==> src/rtl/if_fetch_stage.sv <==
// Instruction-fetch stage: takes the PC, issues a request to variable-latency
// instruction memory, waits for the acknowledge, and loads the IF/ID pipeline
// register. A one-entry holding buffer absorbs decode stalls. Branch/jump
// flushes kill the fetch in flight.
//
// Ports:
//   clk, reset             rising-edge clock, asynchronous active-high reset
//   pc_in                  current PC from the PC register
//   stall                  decode hazard, IF/ID must hold
//   flush                  taken branch/jump, PC loads its target this cycle
//   imem_req, imem_addr    registered fetch request and address
//   imem_ack, imem_rdata   one-cycle acknowledge with the instruction
//   pc_hold                combinational PC enable (1 = hold, 0 = load next PC)
//   if_valid, if_instr     IF/ID valid flag and instruction
//   if_pc, if_pc4          IF/ID PC and PC+4 (modulo 2^ADDR_W)
module if_fetch_stage #(
    parameter int unsigned       ADDR_W = 32,
    parameter int unsigned       DATA_W = 32,
    parameter logic [DATA_W-1:0] NOP    = DATA_W'(32'h0000_0000)
) (
    input  logic              clk,
    input  logic              reset,
    input  logic [ADDR_W-1:0] pc_in,
    input  logic              stall,
    input  logic              flush,
    output logic              imem_req,
    output logic [ADDR_W-1:0] imem_addr,
    input  logic              imem_ack,
    input  logic [DATA_W-1:0] imem_rdata,
    output logic              pc_hold,
    output logic              if_valid,
    output logic [DATA_W-1:0] if_instr,
    output logic [ADDR_W-1:0] if_pc,
    output logic [ADDR_W-1:0] if_pc4
);

    localparam logic [ADDR_W-1:0] PC_STEP = ADDR_W'(4);

    typedef enum logic [1:0] {
        IDLE = 2'd0,
        WAIT = 2'd1,
        DROP = 2'd2,
        HOLD = 2'd3
    } state_t;

    state_t            state_q, state_d;
    logic              req_q, req_d;
    logic [ADDR_W-1:0] addr_q, addr_d;
    logic [DATA_W-1:0] hold_buf_q, hold_buf_d;
    logic              valid_q, valid_d;
    logic [DATA_W-1:0] instr_q, instr_d;
    logic [ADDR_W-1:0] pc_q, pc_d;
    logic [ADDR_W-1:0] pc4_q, pc4_d;

    logic              deliver_c;
    logic [DATA_W-1:0] fetch_data_c;

    // An instruction leaves the stage when it is fresh from memory or buffered,
    // and decode is neither stalled nor flushed.
    assign deliver_c    = ((state_q == WAIT && imem_ack) || state_q == HOLD)
                          && !stall && !flush;
    assign fetch_data_c = (state_q == HOLD) ? hold_buf_q : imem_rdata;

    // The PC advances on a delivery or loads the branch target on a flush.
    assign pc_hold = reset | ~(deliver_c | flush);

    // State register and IF/ID register.
    always_ff @(posedge clk or posedge reset) begin
        if (reset) begin
            state_q    <= IDLE;
            req_q      <= 1'b0;
            addr_q     <= '0;
            hold_buf_q <= NOP;
            valid_q    <= 1'b0;
            instr_q    <= NOP;
            pc_q       <= '0;
            pc4_q      <= '0;
        end else begin
            state_q    <= state_d;
            req_q      <= req_d;
            addr_q     <= addr_d;
            hold_buf_q <= hold_buf_d;
            valid_q    <= valid_d;
            instr_q    <= instr_d;
            pc_q       <= pc_d;
            pc4_q      <= pc4_d;
        end
    end

    // Next-state, memory request and IF/ID update.
    always_comb begin
        state_d    = state_q;
        req_d      = req_q;
        addr_d     = addr_q;
        hold_buf_d = hold_buf_q;
        valid_d    = valid_q;
        instr_d    = instr_q;
        pc_d       = pc_q;
        pc4_d      = pc4_q;

        case (state_q)
            IDLE: begin
                if (!flush) begin
                    req_d   = 1'b1;
                    addr_d  = pc_in;
                    state_d = WAIT;
                end
            end
            WAIT: begin
                if (imem_ack) begin
                    req_d = 1'b0;
                    if (flush) begin
                        state_d = IDLE;
                    end else if (stall) begin
                        hold_buf_d = imem_rdata;
                        state_d    = HOLD;
                    end else begin
                        state_d = IDLE;
                    end
                end else if (flush) begin
                    // Memory cannot cancel; keep requesting and drop the reply.
                    state_d = DROP;
                end
            end
            DROP: begin
                if (imem_ack) begin
                    req_d   = 1'b0;
                    state_d = IDLE;
                end
            end
            HOLD: begin
                if (flush) begin
                    hold_buf_d = NOP;
                    state_d    = IDLE;
                end else if (!stall) begin
                    state_d = IDLE;
                end
            end
            default: state_d = IDLE;
        endcase

        // IF/ID: flush beats stall beats delivery; otherwise insert a bubble.
        if (flush) begin
            valid_d = 1'b0;
            instr_d = NOP;
        end else if (!stall) begin
            if (deliver_c) begin
                valid_d = 1'b1;
                instr_d = fetch_data_c;
                pc_d    = addr_q;
                pc4_d   = addr_q + PC_STEP;
            end else begin
                valid_d = 1'b0;
                instr_d = NOP;
            end
        end
    end

    assign imem_req  = req_q;
    assign imem_addr = addr_q;
    assign if_valid  = valid_q;
    assign if_instr  = instr_q;
    assign if_pc     = pc_q;
    assign if_pc4    = pc4_q;

endmodule

==> config.mk <==
export PLATFORM = sky130hd
export DESIGN_NAME = if_fetch_stage
export DESIGN_NICKNAME = d
export VERILOG_FILES = /design/src/rtl/if_fetch_stage.sv
export SDC_FILE = /design/constraint.sdc
export NUM_CORES = 1
export LEC_CHECK = 0
export ABC_AREA = 0
export ABC_CLOCK_PERIOD_IN_PS = 5600
export CAP_MARGIN = 5
export CORE_MARGIN = 2
export CORE_UTILIZATION = 30
export DETAILED_ROUTE_END_ITERATION = 10
export DONT_BUFFER_PORTS = 1
export SYNTH_ARGS = -nofsm -noshare
export SYNTH_HDL_FRONTEND = slang
export SYNTH_SLANG_ARGS = --single-unit
==> constraint.sdc <==
create_clock -name clk -period 5.6 [get_ports clk]
set_input_delay 1.12 -clock clk [delete_from_list [all_inputs] [get_ports clk]]
set_output_delay 1.12 -clock clk [all_outputs]
set_load 0.005 [all_outputs]
; ---- Word-level counts from Yosys, hierarchy flattened
; Index checks and enable logic that the tools add are counted.
[word_totals]
regBits = 164
[op_classes]
n_addsub = 1
n_eq_ne = 13
n_mux = 24
bitwise = 5
n_reduce_logical = 15
[op_table]
columns = operator, count
row1 = 2-to-1 mux 32 bit, 8
row2 = one-hot mux 32 bit (2 select lines), 1
row3 = adder 32 x 3 -> 32 bit (second input constant), 1
row4 = 2-to-1 mux 2 bit, 8
row5 = inequality test 2 bit (second input constant), 6
row6 = one-hot mux 2 bit (4 select lines), 1
row7 = inequality test 3 bit (second input constant), 2
row8 = AND reduction 3 bit, 2
row9 = 2-to-1 mux 1 bit, 5
row10 = AND reduction 5 bit, 1
row11 = equality test 2 bit (second input constant), 2
row12 = inequality test 2 x 1 -> 1 bit (second input constant), 2
row13 = AND reduction 4 bit, 1
row14 = nonzero test 2 bit, 2
row15 = logical AND 1 bit, 3
row16 = inverter 1 bit, 3
row17 = equality test 2 x 1 -> 1 bit (second input constant), 1
row18 = zero test 1 bit, 2
row19 = zero test 2 bit, 1
row20 = OR 1 bit, 2
row21 = one-hot mux 1 bit (2 select lines), 1
row22 = AND reduction 2 bit, 1
row23 = OR reduction 2 bit, 1
row24 = logical OR 1 bit, 1

; ---- Depth between registers and ports, before layout
; Gate-level depths: netlist (run 1).
[depth]
word_depth = 8
ltp_mapped = 9
ltp_nobuf = 6

; ---- Worst setup path before layout (run 1)
; Ideal clock, no wire load.
[synth_path]
path_kind = in2out
startpoint = input reset
endpoint = output pc_hold
arrival_time_ps = 4701
t_required_ps = 4480
setup_slack_ps = -221
stages = 2
cell_sequence = inv_1 -> nand2_1
[synth_between]
elab_chain_len = 1
[synth_rtl]
columns = item, line
row1 = "start, declared", 22  ; input logic reset,
row2 = OR 1 bit, 65  ; assign pc_hold = reset | ~(deliver_c | flush);
row3 = "end, declared", 30  ; output logic pc_hold,
; Every way passes these cells.

; ---- Final worst setup path (run 1)
[layout_path]
startpoint = register state_q[0]
endpoint = output pc_hold
[layout_between]
elab_chain_len = 8
elab_cells_between_ends = 9
[layout_rtl]
columns = item, line
row1 = "start, declared", 46  ; state_t state_q, state_d;
row2 = "start signal, assigned", 79  ; state_q <= state_d;
row3 = equality test 2 x 1 -> 1 bit, 60  ; assign deliver_c = ((state_q == WAIT && imem_ack) || state_q == HOLD)
row4 = logical AND 1 bit, 60
row5 = logical OR 1 bit (*), 60
row6 = logical AND 1 bit (*) (2 in series), 61  ; && !stall && !flush;
row7 = OR 1 bit (*), 65
row8 = inverter 1 bit (*), 65
row9 = OR 1 bit (*), 65
; Every way passes the cells marked *; elsewhere a longest branch is shown, timed or not.

==> results of run 1 <==
## critical path, cell delays in order, from the launching register on
cell and delay, ns:
dfrtp_1 0.40, ha_2 0.18, buf_4 0.53, a21oi_1 0.11, o21ai_0 0.18, nand2_1 0.10
## layout make-up
| class | count | area share |
|---|---|---|
| inverters | 7 | 0.003813 |
| diodes | 1 | 0.0003178 |
| clock inverters | 8 | 0.006673 |
| multi-input cells | 399 | 0.3554 |
| repair buffers | 5 | 0.004766 |
| well taps | 313 | 0.04973 |
| flip-flops and latches | 162 | 0.5148 |
| clock buffers | 23 | 0.06451 |
## worst min-delay path by stage
| stage | startpoint | endpoint | slack (ns) | cells past startpoint |
|---|---|---|---|---|
| floorplan | hold_buf_q[21] | hold_buf_q[21] | 0.46 | 1 |
| global placement | hold_buf_q[21] | hold_buf_q[21] | 0.47 | 1 |
| detailed placement | hold_buf_q[22] | hold_buf_q[22] | 0.48 | 1 |
| CTS | hold_buf_q[22] | hold_buf_q[22] | 0.50 | 1 |
| global route | hold_buf_q[29] | hold_buf_q[29] | 0.52 | 1 |
| finish | hold_buf_q[22] | hold_buf_q[22] | 0.49 | 1 |
## power groups by stage
stage / logic, uW / registers, uW / clock network [uW]
2_1_floorplan: 921 / 2030 / 0
3_3_place_gp: 1010 / 2250 / 0
3_5_place_dp: 1050 / 2260 / 0
4_1_cts: 1050 / 2240 / 1140
5_1_grt: 1170 / 2310 / 1190
6_report: 1020 / 2220 / 1100
## state kept, by name (all words and copies together) (netlist names)
signal and count:
imem_addr 32, hold_buf_q 32, if_instr 32, if_pc4 30, if_valid 1, imem_req 1
if_pc 32, state_q 2
## routing by layer
| metal | vias to the layer above | global-route usage | routed length [um] |
|---|---|---|---|
| li1 | 2045 | - | - |
| met1 | 2120 | 0.1635 | 6918 |
| met2 | 131 | 0.2049 | 7174 |
| met3 | 8 | 0.06195 | 1644 |
| met4 | 2 | 0.03408 | 116 |
| met5 | - | 0 | 13 |
## cell families (layout without fill, tap and decap cells)
logic type / Yosys count / count (layout) / share of synthesized area
AO/OA/AOI/OAI: 107 / 107 / 0.07849
XOR/XNOR: 28 / 28 / 0.03496
adder cells (fa/ha/maj): 5 / 5 / 0.008919
buffers and inverters: 45 / 43 / 0.02747
flip-flops: 162 / 162 / 0.5780
multiplexers: 93 / 93 / 0.1491
other: 0 / 1 / 0
AND/OR/NAND/NOR: 166 / 166 / 0.1231
## cells in the final DEF, fill, tap and decap left out, types with 2 or more instances in the layout
master,instances
or4_4,2
mux2_1,3
nor2b_1,32
a21oi_1,34
buf_4,5
xor2_1,9
inv_1,6
nand3_1,10
nand2_1,81
clkinvlp_4,3
clkinv_2,4
nand4_1,8
and4_1,3
and2_1,2
o21ai_0,56
dfrtp_1,162
xnor2_1,19
clkbuf_16,17
o21ai_1,12
clkinv_4,2
and3_1,6
clkbuf_8,6
ha_1,4
mux2_2,89
nor3_2,7
nor2_1,5
## through the flow
step / total power, uW / setup WS (ns)
after floorplan: 2954 / 0.8343
after global placement: 3264 / 2.523
after detailed placement: 3306 / 2.504
after CTS: 4431 / 2.521
after global routing: 4672 / 2.381
final: 4343 / 2.563
==> impl_metrics.tcl, run 1 <==
set metrics [dict create \
    drcViolationCount 0 \
    worstMarginPinSlew_ns 1.121 \
    path_max_fanout 69 \
    fin_nets 666 \
    drive_gt1_frac 0.2351 \
    insertion_delay_ns 0.41 \
    synth_fp_nets 680 \
    slew_viol_final 0 \
    rows 55 \
    synth_most_common_cell "dfrtp_1" \
    rsz0062_at_grt "no" \
    ys_seq_area_frac 0.5780 \
    synth_cell_types 39 \
    dp.cells 886 \
    syn_inst 606 \
    avgViaCountPerCell 4.691 \
    p_int_uw 2854 \
    r2r_setup_slack_ns 2.63 \
    critical_path_required_ns 4.48 \
    io_pins 200 \
    port_buffers 0 \
    finalHoldViolCount 0 \
    clock_power_share 0.253 \
    wl_per_cell_um 17.28 \
    p_sw_frac 0.3427 \
    cts_hold_buf 0 \
    async_reset_ff_frac 1.000 \
    antenna_found_initial 2 \
    p_per_area_mw_per_mm2 551.4 \
    synthTopCellsByArea "dfrtp_1 58%, mux2_2 14%, nand2_1 4.3%" \
    die_w_um 156.9 \
    num_vias 4306 \
    p_switching_uw 1488 \
    synth_top_area_cell "dfrtp_1" \
    register_area_mm2 0.004054 \
    status "finished, final reports clean" \
    p_comb_frac 0.235 \
    tns_ns 0 \
    fillCellCount 2301 \
    startpoint "state_q[0]" \
    finish.utilization 0.3457 \
    grt_max_degree 78 \
    vdd_drop_max_v 0.0002339 \
    multi_input_area_mm2 0.002799 \
    p_leak_uw 0.003293 \
    setup_viol 0 \
    cts-htree-levels 4 \
    synth_area_mm2 0.007014 \
    crit_end "pc_hold" \
    ctsResizeCount 0 \
    final_cells 918 \
    min_path_type "flop to flop" \
    endpoint_kind "output pin" \
    grt.overflow.total 0 \
    r2r-start "state_q[0]" \
    regToRegEndpoint "if_pc[21]" \
    finalClockSkew_ns 0.007010 \
    cp.arrival_ns 1.92 \
    critPathLaunchType "flop" \
    cts_tree "built" \
    path_clk_slew_ns 0.06 \
    synth_edf_count 0 \
    initial_core_util 0.3079 \
    synth_top_area_share 0.5780 \
    seqPwrFrac 0.512 \
    first_pass_iters 4 \
    fp.dieH_um 156.9 \
    dpl_cell_area_mm2 0.007312 \
    grt_pass1_wl_mm 24.93 \
    cts_buffer_depth 2 \
    post_cts_buffers 0 \
    numCtsBuffers 17 \
    fmax_mhz 329.3 \
    min_period_ns 3.037 \
    cts-root-buf "clkbuf_16" \
    crit_type "flop to output pin" \
    coreArea_mm2 0.02278 \
    grt_pass1_vias 4373 \
    post-route-period-util 0.5422 \
    yosys-top-cells-count "162 x dfrtp_1, 89 x mux2_2, 81 x nand2_1" \
    yosysWarnings 0 \
    die-area_mm2 0.02462 \
    antenna_left 0 \
    post-dp-hpwl_mm 10.82 \
    whs_ns 0.4910 \
    wl_mm 15.87 \
    area_growth_pct 12.27 \
    ys.flop_type "dfrtp_1" \
    synth.ff_latch_count 162 \
    first_iter_violations 232 \
    cap_viol_max_count 0 \
    max-slew-margin-rel 0.2525 \
    cts.sinks 162 \
    avgSynthCellArea_um2 11.57 \
    stdcell_area_mm2 0.007875 \
    place_congestion 0.7382 \
    grt_usage 0.1312 \
    worst-r2r-cell-count 6 \
]
Power figures use the tool's default switching activity.
==> run 2: changes to the inputs <==
ABC_CLOCK_PERIOD_IN_PS = 2800   (was 5600)
clock period = 2.8 ns   (was 5.6 ns; I/O delays follow)
==> impl_metrics.tcl, run 2 (same netlist as run 1, synthesis figures left out) <==
set metrics [dict create \
    drcViolationCount 0 \
    fmax_mhz 450.7 \
    cap_viol_max_count 0 \
    status "finished, final reports clean" \
    first_pass_iters 4 \
    rsz0062_at_grt "no" \
    area_growth_pct 13.84 \
    grt_pass1_vias 4363 \
    finalClockSkew_ns 0.008327 \
    finalPower_uw 8955 \
    place_congestion 0.7138 \
    num_vias 4372 \
    cts-root-buf "clkbuf_16" \
    grtUsageMet2 0.2038 \
    fp.dieH_um 156.9 \
    drive_gt1_frac 0.2361 \
    dp.cells 891 \
    initial_core_util 0.3079 \
    fillCellCount 2244 \
    antenna_left 0 \
    coreArea_mm2 0.02278 \
    vdd_drop_max_v 0.0005076 \
    p_leak_uw 0.003338 \
    p_per_area_mw_per_mm2 1121 \
    critical_path_required_ns 3.09 \
    cts_hold_buf 0 \
    cp.arrival_ns 2.51 \
    setup_viol 0 \
    post-route-period-util 0.7925 \
    slew_viol_final 0 \
    crit_end "if_pc[4]" \
    cts_buffer_depth 2 \
    path_clk_slew_ns 0.06 \
    final_cells 923 \
    busiest_layer "met2" \
    cts-htree-levels 4 \
    grt_pass1_wl_mm 25.95 \
    port_buffers 0 \
    diodes 0 \
    regToRegEndpoint "if_pc[4]" \
    max-slew-margin-rel 0.4795 \
    die-area_mm2 0.02462 \
    min_path_type "input port to asynchronous set/reset pin" \
    die_w_um 156.9 \
    first_iter_violations 256 \
    final_common_cell "dfrtp_1" \
    wl_per_cell_um 18.07 \
    path_max_fanout 51 \
    worstMarginPinSlew_ns 0.7807 \
    grt.overflow.total 0 \
    min_period_ns 2.219 \
    grt_max_degree 105 \
    post_cts_buffers 0 \
    avgViaCountPerCell 4.737 \
    endpoint_kind "flop" \
    post-dp-hpwl_mm 11.41 \
    critPathLaunchType "flop" \
    numCtsBuffers 17 \
    startpoint "state_q[1]" \
    worst-r2r-cell-count 6 \
    cts_tree "built" \
    r2r_setup_slack_ns 0.58 \
    insertion_delay_ns 0.41 \
    met3_usage 0.07241 \
    cts.sinks 162 \
    fin_nets 671 \
    finalHoldViolCount 0 \
    wl_mm 16.68 \
    ctsResizeCount 0 \
    rows 55 \
    io_pins 200 \
    antenna_found_initial 0 \
    crit_type "flop to flop" \
    r2r-start "state_q[1]" \
    whs_ns 0.2435 \
    final_cell_mix "162 x dfrtp_1, 89 x mux2_2, 81 x nand2_1" \
    grt_usage 0.1376 \
    grt_use_met1 0.1768 \
]
[run 2: worst min-delay path by stage]
stage                           endpoint  depth (start not counted)  slack [ns]            from
after CTS                  imem_addr[30]                          2        0.24       pc_in[30]
final                        if_instr[2]                          2        0.24           reset
after floorplan           hold_buf_q[21]                          1        0.46  hold_buf_q[21]
after global routing       imem_addr[17]                          2        0.25       pc_in[17]
after global placement    hold_buf_q[23]                          1        0.47  hold_buf_q[23]
after detailed placement  hold_buf_q[21]                          1        0.48  hold_buf_q[21]
[run 2: per-stage QoR]
stage	utilization	area, um^2	setup WS [ns]	setup TNS, ns
after floorplan	-	7018	-0.8457	-0.8457
after global routing	0.3506	7985	0.3979	0
after detailed placement	0.3243	7387	0.5635	0
after CTS	0.3506	7985	0.5600	0
after global placement	0.3243	7387	0.6099	0
final	0.3506	7985	0.5811	0
[run 2: final cells by class]
class | instances | area [um^2] | area share
inverters | 7 | 30.03 | 0.003761
multi-input cells | 399 | 2799 | 0.3505
well taps | 313 | 391.6 | 0.04904
flip-flops and latches | 162 | 4054 | 0.5077
repair buffers | 10 | 112.6 | 0.01410
clock buffers | 23 | 467.9 | 0.05860
clock inverters | 9 | 130.1 | 0.01630
[run 2: layer usage]
| metal | vias to the layer above | part of all wire |
|---|---|---|
| met5 | - | 0 |
| met3 | 9 | 0.12 |
| met4 | 0 | 0.0089 |
| met1 | 2167 | 0.44 |
| met2 | 141 | 0.44 |
| li1 | 2055 | - |
[run 2: report_power, final]
part | switching [uW] | leakage [uW] | internal (uW)
clock network | 947 | 0.000279 | 1450
logic | 980 | 0.00104 | 1130
registers | 1110 | 0.00202 | 3340
total | 3030 | 0.00334 | 5920
[run 2: worst max-delay path, stage by stage (launching register included)]
cell and delay, ns:
dfrtp_1 0.37, inv_1 0.08, ha_1 0.28, a21oi_1 0.21
or3_4 0.47, buf_12 0.28, mux2_2 0.36
==> edit, RTL diff (flow settings as in run 1) <==
Re-encode `state_t` (4 states) as one-hot, 4 bits wide.
--- a/src/rtl/if_fetch_stage.sv
+++ b/src/rtl/if_fetch_stage.sv
@@ -36,11 +36,11 @@
 
     localparam logic [ADDR_W-1:0] PC_STEP = ADDR_W'(4);
 
-    typedef enum logic [1:0] {
-        IDLE = 2'd0,
-        WAIT = 2'd1,
-        DROP = 2'd2,
-        HOLD = 2'd3
+    typedef enum logic [3:0] {
+        IDLE = 4'b0001,
+        WAIT = 4'b0010,
+        DROP = 4'b0100,
+        HOLD = 4'b1000
     } state_t;
 
     state_t            state_q, state_d;
Formal check against the unedited RTL: same outputs for any inputs over 4 cycles, from zero or initial values and one cycle with reset high; so few cycles prove little.
==> edit against run 1 <==
Global-route usage rose by 2.1 points; sequential cell count rose by 2; wire length rose by 14%; synthesized cell count rose by 6.1%; power fell by 7.2%; count of clock-buffer cells in the layout fell by 4; final area fell by 0.75%; hold slack improved by 0.0081 ns; worst setup slack got worse by 0.24 ns; non-clock buffer count rose by 4; critical path depth fell by 3; synthesized area fell by 1.2%; largest power group unchanged.
==> edit: results <==
set metrics [dict create \
    ir_drop_mv 0.2519 \
    r2r_cells 4 \
    grtUsageMet1_pct 19.64 \
    gr-usage-met3_pct 4.944 \
    synth.distinct_cells 40 \
    leakagePower_nw 3.378 \
    drive_gt1_share_pct 12.31 \
    track_usage_pct 15.18 \
    skew_ns 0.01155 \
    crit_path_top_delay_cell "clkinvlp_4" \
    dpl_cell_area_sq_um 7226 \
    avgViaCountPerCell 5.140 \
    antenna_found_initial 1 \
    grt_pass1_wl_um 28520 \
    use_met2_pct 24.21 \
    r2r-start "state_q[0]" \
    drt-initial-drc-count 365 \
    synth.net_count 713 \
    maxSlewHeadroom_pct 25.31 \
    preCtsSetupSlack_ns 2.232 \
    hpwlAfterDp_um 12120 \
    status "complete, no violations" \
    gp_congestion 0.7258 \
    grt_max_degree 97 \
    dp_cells 895 \
    swShare_pct 34.46 \
    synthTopCellsByCount "dfrtp_1, nand2_1, o21ai_0" \
    antennaDiodeCount 0 \
    worstHoldStart "hold_buf_q[27]" \
]
[edit: cell types whose count changed after synthesis, sizes merged, moves of 14 or more]
cell,run 1,this run
a21oi,34,4
nor2b,34,1
nand2,81,152
a22o,1,32
a31oi,0,15
mux2i,1,32
nor2,5,19
mux2,92,30
[edit: cells by family after synthesis]
logic type	after synthesis	synth area share, %
and+or+nand+nor	232	15.12
adders and majority gates	1	0.1804
muxes	62	9.493
AOI/OAI and AO/OA	125	11.60
DFF	164	59.21
xor gates and xnor gates	13	1.642
buffers and inverters	46	2.743
[edit: worst max-delay path by stage]
stage	from	end	slack [ns]	cells past startpoint
5_1_grt	reset	pc_hold	2.11	2
4_1_cts	reset	pc_hold	2.24	2
2_1_floorplan	reset	pc_hold	0.66	2
6_report	reset	pc_hold	2.32	2
3_3_place_gp	reset	pc_hold	2.25	2
3_5_place_dp	reset	pc_hold	2.23	2
[edit: metal layers]
metal  part of all wire [%]  vias to the layer above
met4                    1.6                        2
met1                     43                     2340
met3                    7.4                       23
li1                       -                     2236
met5                  0.039                        -
met2                     48                      164
[edit: power groups by stage]
stage	combinational (mW)	sequential [mW]	clock, mW
final	0.687	2.17	1.18
after global routing	0.788	2.24	1.26
after CTS	0.702	2.18	1.21
after detailed placement	0.700	2.20	0
after global placement	0.671	2.19	0
after floorplan	0.602	1.97	0
[edit: layout make-up]
cell class | instances | area (sq um)
inverter | 4 | 18.77
timing repair buffer | 9 | 67.56
clock buffer | 19 | 442.9
fill | 2275 | 14820
multi-input combinational | 433 | 2678
sequential | 164 | 4105
tap | 285 | 356.6
clock inverter | 13 | 147.6
